[config.mk]
export PLATFORM = sky130hd
export DESIGN_NAME = prog_loader_flat
export DESIGN_NICKNAME = d
export VERILOG_FILES = /design/src/rtl/prog_loader_if.sv /design/src/rtl/prog_loader.sv /design/src/flat_wrapper.sv
export SDC_FILE = /design/constraint.sdc
export NUM_CORES = 1
export LEC_CHECK = 0
export ABC_AREA = 0
export ABC_CLOCK_PERIOD_IN_PS = 2650
export BUFFER_PORTS_ARGS = -buffer_cell sky130_fd_sc_hd__buf_2
export CORE_MARGIN = 3
export CORE_UTILIZATION = 25
export CTS_CLUSTER_SIZE = 16
export DETAILED_ROUTE_END_ITERATION = 10
export PLACE_DENSITY = 0.45
export SLEW_MARGIN = 5
export SYNTH_ARGS = -nofsm -noshare
export SYNTH_HDL_FRONTEND = slang
export SYNTH_SLANG_ARGS = --single-unit
[constraint.sdc]
create_clock -name clk -period 2.65 [get_ports clk]
set_input_delay 0.265 -clock clk [delete_from_list [all_inputs] [get_ports clk]]
set_output_delay 0.265 -clock clk [all_outputs]
set_load 0.02 [all_outputs]
[src/rtl/prog_loader_if.sv]
// rtl/prog_loader_if.sv - byte stream and instruction-memory write bus for prog_loader
//
// Ports/signals:
//   in_valid, in_data[7:0], in_ready : byte stream into the loader (valid/ready)
//   imem_we, imem_addr[31:0], imem_wdata[31:0] : registered instruction-memory write port
// Modports:
//   slave  : the loader (consumes the stream, drives the memory write)
//   master : the environment (drives the stream, observes the memory write)

interface prog_loader_if;
    logic        in_valid;
    logic [7:0]  in_data;
    logic        in_ready;
    logic        imem_we;
    logic [31:0] imem_addr;
    logic [31:0] imem_wdata;

    modport slave (
        input  in_valid,
        input  in_data,
        output in_ready,
        output imem_we,
        output imem_addr,
        output imem_wdata
    );

    modport master (
        output in_valid,
        output in_data,
        input  in_ready,
        input  imem_we,
        input  imem_addr,
        input  imem_wdata
    );
endinterface

[src/rtl/prog_loader.sv]
// rtl/prog_loader.sv - boot-time framed program loader holding the cpu in reset until loaded
//
// Frame: 2-byte LE word count N, N little-endian 32-bit words, then (optionally) one
// checksum byte equal to the XOR of all payload bytes.
// Optional feature macro: LOADER_CHECKSUM_EN (defined = checksum byte expected and verified).
//
// Ports:
//   clk     : system clock, rising edge
//   rst     : asynchronous active-low reset
//   bus     : prog_loader_if.slave (in_valid/in_data/in_ready stream, imem_we/imem_addr/imem_wdata)
//   reload  : single-cycle pulse, restarts loading from DONE or ERR
//   cpu_rst : active-high reset to the cpu, released only after a successful load
//   done    : image loaded (and verified)
//   err     : load failed (oversize count or checksum mismatch)

module prog_loader #(
    parameter logic [31:0] BASE_ADDR = 32'h1000,
    parameter int unsigned MAX_WORDS = 1024
) (
    input  logic            clk,
    input  logic            rst,
    prog_loader_if.slave    bus,
    input  logic            reload,
    output logic            cpu_rst,
    output logic            done,
    output logic            err
);

    typedef enum logic [2:0] {
        HDR0,
        HDR1,
        DATA,
        CSUM,
        DONE,
        ERR
    } state_t;

    state_t      state, state_next;
    logic [15:0] count, count_next;
    logic [15:0] word_idx, word_idx_next;
    logic [1:0]  byte_cnt, byte_cnt_next;
    logic [23:0] shift, shift_next;
    logic        we_next;
    logic [31:0] addr_next;
    logic [31:0] wdata_next;
    logic        accept;
    logic [15:0] hdr_count;
    logic [15:0] idx_inc;
`ifdef LOADER_CHECKSUM_EN
    logic [7:0]  csum, csum_next;
`endif

    // in_ready is a registered copy of "state accepts bytes", so it is always
    // consistent with the current state and never depends on in_valid.
    assign accept    = bus.in_valid & bus.in_ready;
    assign hdr_count = {bus.in_data, count[7:0]};
    assign idx_inc   = word_idx + 16'd1;

    always_comb begin
        state_next    = state;
        count_next    = count;
        word_idx_next = word_idx;
        byte_cnt_next = byte_cnt;
        shift_next    = shift;
        we_next       = 1'b0;
        addr_next     = bus.imem_addr;
        wdata_next    = bus.imem_wdata;
`ifdef LOADER_CHECKSUM_EN
        csum_next     = csum;
`endif

        unique case (state)
            HDR0: begin
                if (accept) begin
                    count_next = {8'h00, bus.in_data};
                    state_next = HDR1;
                end
            end

            HDR1: begin
                if (accept) begin
                    count_next = hdr_count;
                    if ({16'h0000, hdr_count} > MAX_WORDS) begin
                        state_next = ERR;
                    end else if (hdr_count == 16'd0) begin
`ifdef LOADER_CHECKSUM_EN
                        state_next = CSUM;
`else
                        state_next = DONE;
`endif
                    end else begin
                        state_next = DATA;
                    end
                end
            end

            DATA: begin
                if (accept) begin
                    // Bytes shift in from the top so that after three bytes the
                    // first one sits in [7:0]; the fourth byte completes [31:24].
                    shift_next    = {bus.in_data, shift[23:8]};
                    byte_cnt_next = byte_cnt + 2'd1;
`ifdef LOADER_CHECKSUM_EN
                    csum_next     = csum ^ bus.in_data;
`endif
                    if (byte_cnt == 2'd3) begin
                        we_next       = 1'b1;
                        addr_next     = BASE_ADDR + {14'd0, word_idx, 2'b00};
                        wdata_next    = {bus.in_data, shift};
                        word_idx_next = idx_inc;
                        if (idx_inc == count) begin
`ifdef LOADER_CHECKSUM_EN
                            state_next = CSUM;
`else
                            state_next = DONE;
`endif
                        end
                    end
                end
            end

            CSUM: begin
`ifdef LOADER_CHECKSUM_EN
                if (accept) begin
                    state_next = (bus.in_data == csum) ? DONE : ERR;
                end
`else
                state_next = HDR0;
`endif
            end

            DONE, ERR: begin
                if (reload) begin
                    state_next    = HDR0;
                    count_next    = 16'd0;
                    word_idx_next = 16'd0;
                    byte_cnt_next = 2'd0;
                    shift_next    = 24'd0;
`ifdef LOADER_CHECKSUM_EN
                    csum_next     = 8'd0;
`endif
                end
            end

            default: begin
                state_next = HDR0;
            end
        endcase
    end

    always_ff @(posedge clk or negedge rst) begin
        if (!rst) begin
            state          <= HDR0;
            count          <= 16'd0;
            word_idx       <= 16'd0;
            byte_cnt       <= 2'd0;
            shift          <= 24'd0;
`ifdef LOADER_CHECKSUM_EN
            csum           <= 8'd0;
`endif
            bus.in_ready   <= 1'b1;
            bus.imem_we    <= 1'b0;
            bus.imem_addr  <= BASE_ADDR;
            bus.imem_wdata <= 32'd0;
            cpu_rst        <= 1'b1;
            done           <= 1'b0;
            err            <= 1'b0;
        end else begin
            state          <= state_next;
            count          <= count_next;
            word_idx       <= word_idx_next;
            byte_cnt       <= byte_cnt_next;
            shift          <= shift_next;
`ifdef LOADER_CHECKSUM_EN
            csum           <= csum_next;
`endif
            bus.in_ready   <= (state_next != DONE) && (state_next != ERR);
            bus.imem_we    <= we_next;
            bus.imem_addr  <= addr_next;
            bus.imem_wdata <= wdata_next;
            cpu_rst        <= (state_next != DONE);
            done           <= (state_next == DONE);
            err            <= (state_next == ERR);
        end
    end

endmodule

[src/flat_wrapper.sv]
// flat-port wrapper written by rule: the top's interface ports become plain ports
module prog_loader_flat 
#(
    parameter logic [31:0] BASE_ADDR = 32'h1000,
    parameter int unsigned MAX_WORDS = 1024
)
  (clk, rst, reload, cpu_rst, done, err, bus_in_valid, bus_in_data, bus_in_ready, bus_imem_we, bus_imem_addr, bus_imem_wdata);
  prog_loader_if bus_i ();
  input  logic clk;
  input  logic rst;
  input  logic reload;
  output logic cpu_rst;
  output logic done;
  output logic err;
  input wire logic [$bits(bus_i.in_valid)-1:0] bus_in_valid;
  input wire logic [$bits(bus_i.in_data)-1:0] bus_in_data;
  output wire logic [$bits(bus_i.in_ready)-1:0] bus_in_ready;
  output wire logic [$bits(bus_i.imem_we)-1:0] bus_imem_we;
  output wire logic [$bits(bus_i.imem_addr)-1:0] bus_imem_addr;
  output wire logic [$bits(bus_i.imem_wdata)-1:0] bus_imem_wdata;
  assign bus_i.in_valid = bus_in_valid;
  assign bus_i.in_data = bus_in_data;
  assign bus_in_ready = bus_i.in_ready;
  assign bus_imem_we = bus_i.imem_we;
  assign bus_imem_addr = bus_i.imem_addr;
  assign bus_imem_wdata = bus_i.imem_wdata;
  prog_loader #(.BASE_ADDR(BASE_ADDR), .MAX_WORDS(MAX_WORDS)) u_core (.clk(clk), .rst(rst), .bus(bus_i), .reload(reload), .cpu_rst(cpu_rst), .done(done), .err(err));
endmodule
; Yosys cells after proc, flatten, opt, wreduce, memory -nomap -nowiden
; Cells that the tools add are included.
[totals]
regBits = 130
input_bits = 12
elab_cells = 71
[classes]
add_sub_neg = 3
n_lt_le_gt_ge = 1
n_eq_ne = 15
n_mux = 25
bitwise_logic = 2
reduce_logical = 12
[op_table]
columns = op, n
row1 = $mux 16, 5
row2 = $mux 24, 2
row3 = $pmux 16 s3, 1
row4 = $pmux 24 s2, 1
row5 = $pmux 16 s2, 1
row6 = $mux 3, 8
row7 = $add 13x18->19 const A, 1
row8 = $add 16x1->16 const B, 1
row9 = $eq 16x16->1, 1
row10 = $gt 16x11->1 const B, 1
row11 = $logic_not 16->1, 1
row12 = $eq 3x3->1 const B, 4
row13 = $pmux 3 s4, 1
row14 = $reduce_and 4->1, 3
row15 = $ne 2x1->1 const B, 4
row16 = $ne 3x3->1 const B, 2
row17 = $reduce_and 3->1, 2
row18 = $mux 2, 2
row19 = $pmux 2 s2, 1
row20 = $reduce_bool 2->1, 2
row21 = $eq 3x1->1 const B, 1
row22 = $eq 3x2->1 const B, 1
row23 = $logic_not 3->1, 1
row24 = $mux 1, 3
row25 = other kinds (8), 8

; Logic depth before layout (Yosys ltp)
; Gate-level depths: netlist of run 1.
[logic_depth]
ltp_word = 8
mapped_depth = 9
ltp_nobuf = 8

; Worst setup path before layout of run 1
; No wires, ideal clock.
[synth_path]
path_type = register -> register
start = reg u_core.word_idx[0]
end = reg u_core.done
setup_ns = 0.067
arrival_ns = 2.090
required_time_ns = 2.583
slack_ns = 0.494
stages_incl_launch_ff = 9
synth_period_minus_slack_ns = 2.156
cell_sequence = dfrtp_1 ha_1 nand3_2 or4_4 nor4_2 a21oi_1 nor3_2 a41o_2 and3_1
[synth_via]
elab_chain_cells = 7
[synth_lines]
columns = element, line_no
row1 = "start, declared", prog_loader.sv:40  ; logic [15:0] word_idx, word_idx_next;
row2 = "start signal, assigned", prog_loader.sv:171  ; word_idx <= word_idx_next;
row3 = $add 16x1->16, prog_loader.sv:57  ; assign idx_inc = word_idx + 16'd1;
row4 = $eq 16x16->1, prog_loader.sv:111  ; if (idx_inc == count) begin
row5 = $mux 3, prog_loader.sv:111
row6 = $mux 3, prog_loader.sv:106  ; if (byte_cnt == 2'd3) begin
row7 = $mux 3, prog_loader.sv:98  ; if (accept) begin
row8 = $pmux 3 s4, prog_loader.sv:72  ; unique case (state)
row9 = via u_core.state_next[2], prog_loader.sv:38  ; state_t state, state_next;
row10 = $eq 3x3->1, prog_loader.sv:182  ; done <= (state_next == DONE);
row11 = "end signal, assigned", prog_loader.sv:182
row12 = "end, declared", prog_loader.sv:25  ; output logic done,
; The timed path passes the listed nets, and every way through them passes these cells.
; A chain may end at the register's enable or synchronous reset.

; Final worst setup path of run 1
[layout_path]
start = reg u_core.word_idx[1]
end = reg u_core.done
; The elaborated chain is that of the path after synthesis.

==> flow_metrics.env, run 1 <==
export IMPL_yosys_warnings=0
export IMPL_drtIter0Drc=185
export IMPL_cts_resized_gates=0
export IMPL_yosysTopAreaCell="dfrtp_1"
export IMPL_ys_seq_elements=115
export IMPL_grt_max_degree=55
export IMPL_critical_path_startpoint="u_core.word_idx[1]"
export IMPL_synth_flop_cell="dfrtp_1"
export IMPL_synthTopCellsByCount="nand2_1 (222), dfrtp_1 (112), o21ai_0 (75)"
export IMPL_vias=4312
export IMPL_fin_ws_ns=0.239
export IMPL_grt_ovfl_total=0
export IMPL_critical_path_required_ns=3.00
export IMPL_drc=0
export IMPL_cts_buffers_inserted=17
export IMPL_viasPerCell=4.44
export IMPL_rsz0062_at_grt="no"
export IMPL_outcome="finished clean"
export IMPL_fillerInstances=2216
export IMPL_area_growth_pct=21.2
export IMPL_drt_total_wl_mm=14.4
export IMPL_p_leak_nw=3.21
export IMPL_placed_cells=940
export IMPL_antenna_left=0
export IMPL_wl_per_cell_um=14.8
export IMPL_initial_core_util=0.256
export IMPL_first_global_vias=4234
export IMPL_drive_gt1_frac=0.185
export IMPL_synth_simple_gate_area_frac=0.246
export IMPL_grtUsageTotal=0.124
export IMPL_syn_area_sq_um=5420
export IMPL_timing_worst_setup_path_type="reg2reg"
export IMPL_dieArea_sq_um=23500
export IMPL_synth_compound_area_share=0.109
export IMPL_timing_final_max_slew_violations=0
export IMPL_numPortBuffers=65
export IMPL_clock_path_buffers=2
export IMPL_htreeDepth=4
export IMPL_final_setup_tns_ns=0
export IMPL_clkSinkCount=115
export IMPL_clkSlewWorstSetupHoldPaths_ns=0.06
export IMPL_yosysTopAreaCellShare=0.517
export IMPL_tightest_slew_ns=0.574
export IMPL_synth_edf_count=0
export IMPL_grt_pass1_wl_mm=23.3
export IMPL_cap_violations=0
export IMPL_dr_pass1_iters=4
export IMPL_grt_antenna_before_repair=0
export IMPL_yosys_cell_count_top_type="nand2_1"
export IMPL_end_kind="flip-flop"
export IMPL_insertion_delay_ns=0.41
export IMPL_worstHoldStart="bus_in_data[4]"
export IMPL_cts_tree="built"
export IMPL_fmax_mhz=415
export IMPL_timing_final_hold_violations=0
export IMPL_slew_headroom=0.618
export IMPL_synthTopCellsByArea="dfrtp_1 (52%), nand2_1 (15%), o21ai_0 (6.9%)"
export IMPL_pre_cts_ws_ns=0.254
export IMPL_synthAdderAreaFrac=0.00693
export IMPL_synth_xor_area_share=0.0388
export IMPL_fp_dieW_um=153
export IMPL_worstHoldPathType="in2reg"
export IMPL_synth_mux_area_frac=0.00924
export IMPL_synth_cells=622
export IMPL_worstPathArrival_ns=2.76
export IMPL_core_sq_um=21200
export IMPL_die_height_um=153
export IMPL_clock_root_buffer="clkbuf_16"
export IMPL_synth_top_family_by_area="simple AND/OR/NAND/NOR gates"
export IMPL_avgSynthCellArea_sq_um=8.71
export IMPL_finalClockSkew_ns=0.00661
export IMPL_vdd_drop_max_mv=0.397
export IMPL_cpMaxStageDelayCell="dfrtp_1"
export IMPL_r2r_start="u_core.word_idx[1]"
export IMPL_period_share=0.910
export IMPL_synthArstFlopShare=1.00
export IMPL_final_cells=972
export IMPL_diodes=0
export IMPL_place_gp_congestion=0.836
export IMPL_p_per_area_nw_per_um2=783
export IMPL_num_nets_final=700
export IMPL_post_dp_hpwl_mm=9.79
export IMPL_ios=81
export IMPL_fin_crit_ns=2.41
export IMPL_core_rowCount=53
export IMPL_yosysSeqAreaShare=0.532
export IMPL_max_stage_delay_ns=0.42
export IMPL_startpoint_type="flip-flop"
export IMPL_setup_violations=0
export IMPL_cp_cell_sequence="ha_1 > nand3_2 > xor2_1 > xnor2_1 > a221o_1 > a2111oi_4 > a41o_2 > and3_1"
export IMPL_cp_max_fo=7
export IMPL_ys_types=52
[cells in the final DEF (no fill, tap or decap), types with 5 or more instances in the layout]
| cell type | count |
|---|---|
| nor2_1 | 23 |
| dfrtp_1 | 112 |
| nand3_1 | 21 |
| nor3_1 | 5 |
| buf_4 | 16 |
| clkbuf_16 | 17 |
| a21oi_1 | 5 |
| xnor2_1 | 13 |
| mux2i_1 | 5 |
| clkinv_4 | 5 |
| nand2_1 | 222 |
| xor2_1 | 11 |
| buf_2 | 64 |
| inv_1 | 12 |
| conb_1 | 15 |
| o21ai_0 | 75 |
[worst paths after layout]
| check | endpoint | slack (ns) | cells after the start |
|---|---|---|---|
| worst max-delay path | u_core.done | 0.24 | 8 |
| worst min-delay path | u_core.bus.imem_wdata[28] | 0.14 | 3 |
| worst max register to register | u_core.done | 0.24 | 8 |
| worst min register to register | u_core.bus.imem_addr[8] | 0.46 | 2 |
| max in group asynchronous | u_core.cpu_rst | 1.53 | 3 |
| min in group asynchronous | u_core.bus.imem_addr[16] | 0.39 | 2 |
[through the flow]
step	total power [mW]	utilization	area [sq um]	hold slack [ns]
2_1_floorplan	2.77	-	5470	-0.0306
3_3_place_gp	3.13	0.285	6020	0.312
3_5_place_dp	3.12	0.285	6020	0.313
4_1_cts	5.23	0.310	6570	0.115
5_1_grt	5.44	0.310	6570	0.132
6_report	5.14	0.310	6570	0.138
[critical path, delay by kind of cell, from the launching register on]
kind | cells | cell delay (ns)
xor gates and xnor gates | 2 | 0.35
adders and majority gates | 1 | 0.29
AOI/OAI and AO/OA | 3 | 0.96
DFF | 1 | 0.42
and+or+nand+nor | 2 | 0.33
[sequential cells by signal, summed over array words and instances, names as in the netlist]
signal,count
u_core.cpu_rst,1
u_core.bus.in_ready,1
u_core.bus.imem_we,1
u_core.byte_cnt,2
u_core.err,1
u_core.count,16
u_core.done,1
u_core.bus.imem_wdata,32
u_core.shift,24
u_core.bus.imem_addr,17
u_core.state,3
u_core.word_idx,16
[where the power goes]
group          switching [mW]  total (mW)  internal, mW
combinational           0.600       0.957         0.356
sequential              0.202        2.13          1.92
clock                   0.860        2.06          1.20
total                    1.66        5.14          3.48
[layout make-up]
| cell class | instances | area [sq um] | share of cell area |
|---|---|---|---|
| Clock buffer | 18 | 429 | 0.0654 |
| Clock inverter | 13 | 105 | 0.0160 |
| Inverter | 13 | 48.8 | 0.00743 |
| Multi-Input combinational cell | 456 | 2290 | 0.348 |
| Sequential cell | 115 | 2880 | 0.439 |
| Tap cell | 275 | 344 | 0.0524 |
| Timing Repair Buffer | 82 | 470 | 0.0716 |
[cells by family after synthesis]
kind of cell / after synthesis
flops: 115
simple gates: 308
xor+xnor: 24
mux: 5
compound gates: 101
fa+ha+maj: 3
buf+inv: 65
other cells: 1
[metal layers]
metal	share of wire	track usage
met1	0.49	0.176
met2	0.46	0.187
met4	0.0099	0.0382
met3	0.040	0.0326
met5	0	0
[what timing repair did]
action / 4_1_cts / 5_1_grt
hold buffers: 1 / 0
setup buffers: 0 / 0
hold endpoints to repair: 37 / 0
No activity file was read; power rests on OpenSTA's default activity.
==> run 2: changes to the inputs <==
CTS_BUF_LIST = sky130_fd_sc_hd__clkbuf_8 sky130_fd_sc_hd__clkbuf_16   (was not set)
GPL_TIMING_DRIVEN = 0   (was not set)
==> run 2 against run 1 <==
  * Critical endpoint unchanged
  * Critical path depth unchanged
  * Die area did not move
  * Sequential power down 3%
  * Design area grew 3.2%
  * Critical path type unchanged
  * Highest routed layer unchanged
  * Clock-buffer cell count fell by 1
  * Maximum frequency decreased by 3.8%
  * Clock skew is 0.0060 ns higher
  * Core utilization increased by 0.99 points
  * First-iteration DRC count increased by 45%
  * Hold slack better by 0.0083 ns
  * Combinational power increased by 3.2%
  * Non-clock buffer count up 37
==> flow_metrics.env, run 2 (same netlist as run 1, synthesis figures left out) <==
export IMPL_final_cells=1010
export IMPL_drive_gt1_frac=0.189
export IMPL_crit_end="u_core.done"
export IMPL_gr_usage_met1=0.184
export IMPL_clkSlewWorstSetupHoldPaths_ns=0.06
export IMPL_cap_violations=0
export IMPL_critical_path_startpoint="u_core.word_idx[0]"
export IMPL_critical_path_required_ns=3.01
export IMPL_final_cell_mix="nand2_1 (222), dfrtp_1 (110), o21ai_0 (75), buf_2 (72), clkbuf_1 (27)"
export IMPL_dieArea_sq_um=23500
export IMPL_grt_pass1_wl_mm=24.6
export IMPL_wl_per_cell_um=15.0
export IMPL_fin_ws_ns=0.144
export IMPL_fmax_mhz=399
export IMPL_worstHoldPathType="in2reg"
export IMPL_r2r_start="u_core.word_idx[0]"
export IMPL_slew_headroom=0.324
export IMPL_drtIter0Drc=269
export IMPL_final_util=0.320
export IMPL_drc=0
export IMPL_core_rowCount=53
export IMPL_layout_commonest_cell="nand2_1"
export IMPL_cts_buffers_inserted=17
export IMPL_viasPerCell=4.35
export IMPL_post_cts_buffers=0
export IMPL_largest_reg_flops=32
export IMPL_die_height_um=153
export IMPL_p_leak_nw=3.33
export IMPL_timing_worst_setup_path_type="reg2reg"
export IMPL_grtUsageMet2=0.204
export IMPL_insertion_delay_ns=0.42
export IMPL_num_nets_final=737
export IMPL_htreeDepth=4
export IMPL_cts_tree="built"
export IMPL_hold_slack_ns=0.146
export IMPL_grt_ovfl_total=0
export IMPL_vias=4392
export IMPL_worstRegToRegCells=8
export IMPL_end_kind="flip-flop"
export IMPL_final_setup_tns_ns=0
export IMPL_outcome="finished clean"
export IMPL_fin_crit_ns=2.51
export IMPL_vdd_drop_max_mv=0.397
export IMPL_p_per_area_nw_per_um2=787
export IMPL_worstPathArrival_ns=2.86
export IMPL_clock_path_buffers=2
export IMPL_place_area_sq_um=6170
export IMPL_cp_max_fo=8
export IMPL_ios=81
export IMPL_final_cell_area_sq_um=6780
export IMPL_cp_cell_sequence="ha_2 > xnor2_1 > o211ai_1 > a2111oi_0 > nand4_1 > a2111oi_4 > a41o_2 > and3_1"
export IMPL_core_sq_um=21200
export IMPL_cpMaxStageDelayCell="dfrtp_2"
export IMPL_tightest_slew_ns=1.01
export IMPL_first_global_vias=4375
export IMPL_pre_cts_ws_ns=0.0285
export IMPL_grt_max_degree=83
export IMPL_dr_pass1_iters=4
export IMPL_clkSinkCount=115
export IMPL_finalClockSkew_ns=0.0126
export IMPL_numPortBuffers=65
export IMPL_grt_antenna_before_repair=0
export IMPL_placed_cells=977
export IMPL_period_share=0.946
export IMPL_startpoint_type="flip-flop"
export IMPL_rrSetupSlack_ns=0.14
export IMPL_area_growth_pct=25.0
export IMPL_rr_endpoint="u_core.done"
export IMPL_initial_core_util=0.256
export IMPL_antenna_left=0
export IMPL_drt_total_wl_mm=15.2
export IMPL_post_dp_hpwl_mm=10.5
export IMPL_totalPowerFinal_mw=5.33
export IMPL_met3_usage=0.0354
export IMPL_reg_top3="u_core.bus.imem_wdata: 32 flops, u_core.shift: 24 flops, u_core.bus.imem_addr: 17 flops"
export IMPL_diodes=0
export IMPL_setup_violations=0
export IMPL_rsz0062_at_grt="no"
export IMPL_clock_root_buffer="clkbuf_16"
export IMPL_timing_final_hold_violations=0
export IMPL_busiest_layer="met2"
export IMPL_grtUsageTotal=0.132
export IMPL_fp_dieW_um=153
export IMPL_place_gp_congestion=0.852
export IMPL_top_register="u_core.bus.imem_wdata"
export IMPL_max_stage_delay_ns=0.46
export IMPL_timing_final_max_slew_violations=0
[run 2: cell types whose count changed in the layout (fill, tap and decap cells not counted), moves of 2 or more]
| cell | change |
|---|---|
| clkbuf_1 | +26 |
| buf_2 | +8 |
| buf_1 | +2 |
| bufinv_16 | +2 |
| dfrtp_1 | -2 |
| dfrtp_2 | +2 |
| inv_6 | -2 |
[run 2: cell type report]
| class | count | area, sq um |
|---|---|---|
| multi-input combinational | 456 | 2280 |
| fill | 2248 | 14400 |
| sequential | 115 | 2880 |
| buffer | 52 | 262 |
| timing repair buffer | 67 | 369 |
| inverter | 13 | 48.8 |
| clock inverter | 15 | 160 |
| tap | 275 | 344 |
| clock buffer | 17 | 425 |
[run 2: worst min path at each step]
stage | start | end | slack [ns] | cells after the start
floorplan | rst | u_core.bus.imem_addr[10] | -0.03 | 0
global placement | u_core.bus.imem_addr[7] | u_core.bus.imem_addr[7] | 0.45 | 2
detailed placement | rst | u_core.bus.imem_addr[16] | 0.18 | 1
CTS | bus_in_data[6] | u_core.bus.imem_wdata[30] | 0.12 | 3
global route | bus_in_data[6] | u_core.bus.imem_wdata[30] | 0.12 | 3
finish | bus_in_data[6] | u_core.bus.imem_wdata[30] | 0.15 | 3
[run 2: what timing repair did]
action / CTS / global route
gates resized for setup: 0 / 3
setup endpoints to repair: 0 / 4
hold buffers: 1 / 0
endpoints found under the hold margin: 32 / 0
[run 2: metal layers]
layer,up-vias,part of all wire
met5,-,0
met4,0,0.0075
met3,9,0.043
met2,79,0.46
met1,2074,0.49
li1,2230,-
[run 2: report_power, final]
part | total [mW] | internal [mW] | switching [mW]
Clock | 2.27 | 1.39 | 0.883
Sequential | 2.07 | 1.92 | 0.144
Combinational | 0.988 | 0.355 | 0.633
Total | 5.33 | 3.67 | 1.66
[run 2: worst max-delay path: cells and delay by family, from the launching register on]
kind / cells / cell delay (ns)
AO/OA/AOI/OAI: 4 / 1.13
XOR/XNOR: 1 / 0.11
adder cells (fa/ha/maj): 1 / 0.35
flip-flops: 1 / 0.46
AND/OR/NAND/NOR: 2 / 0.39
==> run 3: changes to the inputs <==
MAX_ROUTING_LAYER = met4   (was not set)
REMOVE_ABC_BUFFERS = 1   (was not set)
==> run 3 against run 2 <==
  * Register-to-register slack gained 0.03 ns
  * Combinational power shrank 6.3%
  * Die area is the same
  * Final cell count shrank 5.0%
  * Critical path depth is the same
  * Highest routed layer unchanged
  * Critical path type unchanged
  * Global-route usage shrank 0.62 points
==> flow_metrics.env, run 3 (same netlist as run 1, synthesis figures left out) <==
export IMPL_period_share=0.936
export IMPL_worstPathArrival_ns=2.83
export IMPL_fp_dieW_um=153
export IMPL_drc=0
export IMPL_vdd_drop_max_mv=0.452
export IMPL_cp_max_fo=8
export IMPL_clock_root_buffer="clkbuf_16"
export IMPL_final_cell_mix="nand2_1 (222), dfrtp_1 (111), o21ai_0 (75), buf_2 (64), nor2_1 (23)"
export IMPL_drt_total_wl_mm=13.6
export IMPL_post_dp_hpwl_mm=9.04
export IMPL_rrSetupSlack_ns=0.17
export IMPL_first_global_vias=4309
export IMPL_p_per_area_nw_per_um2=824
export IMPL_timing_worst_setup_path_type="reg2reg"
export IMPL_crit_family="compound AO/OA/AOI/OAI gates"
export IMPL_fillerInstances=2225
export IMPL_crit_end="u_core.done"
export IMPL_fmax_mhz=403
export IMPL_layout_commonest_cell="nand2_1"
export IMPL_totalPowerFinal_mw=5.49
export IMPL_end_kind="flip-flop"
export IMPL_grt_antenna_before_repair=0
export IMPL_grtUsageTotal=0.126
export IMPL_area_growth_pct=22.9
export IMPL_core_sq_um=21200
export IMPL_core_rowCount=53
export IMPL_fin_ws_ns=0.170
export IMPL_rsz0062_at_grt="no"
export IMPL_grt_ovfl_total=0
export IMPL_grt_pass1_wl_mm=23.2
export IMPL_grt_max_degree=63
export IMPL_ios=81
export IMPL_finalClockSkew_ns=0.00774
export IMPL_critical_path_cell_count=8
export IMPL_cap_violations=0
export IMPL_insertion_delay_ns=0.41
export IMPL_antenna_left=0
export IMPL_numPortBuffers=65
export IMPL_setup_violations=0
export IMPL_largest_reg_flops=32
export IMPL_cpMaxStageDelayCell="dfrtp_2"
export IMPL_placed_cells=928
export IMPL_place_gp_congestion=0.756
export IMPL_drive_gt1_frac=0.173
export IMPL_dieArea_sq_um=23500
export IMPL_reg_top3="u_core.bus.imem_wdata: 32 flops, u_core.shift: 24 flops, u_core.bus.imem_addr: 17 flops"
export IMPL_drtIter0Drc=291
export IMPL_dr_pass1_iters=4
export IMPL_startpoint_type="flip-flop"
export IMPL_pre_cts_ws_ns=0.0234
export IMPL_tightest_slew_ns=0.999
export IMPL_r2r_start="u_core.word_idx[0]"
export IMPL_post_cts_buffers=0
export IMPL_critical_path_startpoint="u_core.word_idx[0]"
export IMPL_timing_final_max_slew_violations=0
export IMPL_worstRegToRegCells=8
export IMPL_final_cells=959
export IMPL_clock_path_buffers=2
export IMPL_top_register="u_core.bus.imem_wdata"
export IMPL_fin_crit_ns=2.48
export IMPL_max_stage_delay_ns=0.46
export IMPL_hold_slack_ns=0.136
export IMPL_viasPerCell=4.46
export IMPL_vias=4278
export IMPL_cp_cell_sequence="ha_2 > xnor2_1 > o211ai_1 > a2111oi_1 > nand4_1 > a2111oi_4 > a41o_2 > and3_1"
export IMPL_outcome="finished clean"
export IMPL_diodes=0
export IMPL_critical_path_required_ns=3.00
export IMPL_die_height_um=153
export IMPL_clkSlewWorstSetupHoldPaths_ns=0.06
export IMPL_slew_headroom=0.333
export IMPL_htreeDepth=4
export IMPL_wl_per_cell_um=14.2
export IMPL_clkSinkCount=115
export IMPL_initial_core_util=0.256
export IMPL_worstHoldPathType="in2reg"
export IMPL_cts_buffers_inserted=17
export IMPL_rr_endpoint="u_core.done"
export IMPL_cts_tree="built"
export IMPL_timing_final_hold_violations=0
export IMPL_p_leak_nw=3.23
export IMPL_critPathBufInv=0
export IMPL_num_nets_final=688
-- run 3: worst min-delay path, delay by kind of cell --
kind	cells	cell delay (ns)
buf+inv	1	0.14
simple gates	2	0.10
-- run 3: layer usage --
metal / share of wire / track usage
met4: 0.017 / 0.0475
met5: 0 / -
met1: 0.50 / 0.174
met3: 0.038 / 0.0297
met2: 0.44 / 0.180
-- run 3: repair_timing --
| item | CTS | global route |
|---|---|---|
| endpoints found under the hold margin | 53 | 0 |
| gates resized for setup | 1 | 3 |
| hold buffers | 1 | 0 |
| endpoints found under the setup margin | 1 | 4 |
-- run 3: final cells by class --
type | instances | area [sq um] | share of cell area
Inverter | 13 | 51.3 | 0.00771
Clock inverter | 10 | 158 | 0.0237
Tap cell | 275 | 344 | 0.0517
Clock buffer | 20 | 467 | 0.0701
Sequential cell | 115 | 2880 | 0.433
Timing Repair Buffer | 70 | 452 | 0.0678
Multi-Input combinational cell | 456 | 2300 | 0.346
-- run 3: report_power, final --
part           internal (mW)  switching (mW)  total [mW]
sequential              1.92           0.182        2.11
combinational          0.342           0.584       0.926
clock                   1.63           0.824        2.46
total                   3.90            1.59        5.49
-- run 3: worst min path at each step --
stage,from,end,slack [ns],depth (start not counted)
floorplan,rst,u_core.bus.imem_addr[10],-0.03,0
global placement,u_core.shift[1],u_core.bus.imem_wdata[1],0.45,2
detailed placement,rst,u_core.bus.imem_addr[11],0.27,1
CTS,bus_in_data[0],u_core.bus.imem_wdata[24],0.13,3
global route,bus_in_data[0],u_core.bus.imem_wdata[24],0.14,3
finish,bus_in_data[0],u_core.bus.imem_wdata[24],0.14,3
-- run 3: per-stage QoR --
step,setup TNS (ns),util,area (sq um)
floorplan,-45.42,-,5210
global placement,-242.22,0.278,5880
detailed placement,0,0.284,6020
CTS,0,0.314,6650
global route,0,0.315,6660
finish,0,0.315,6660
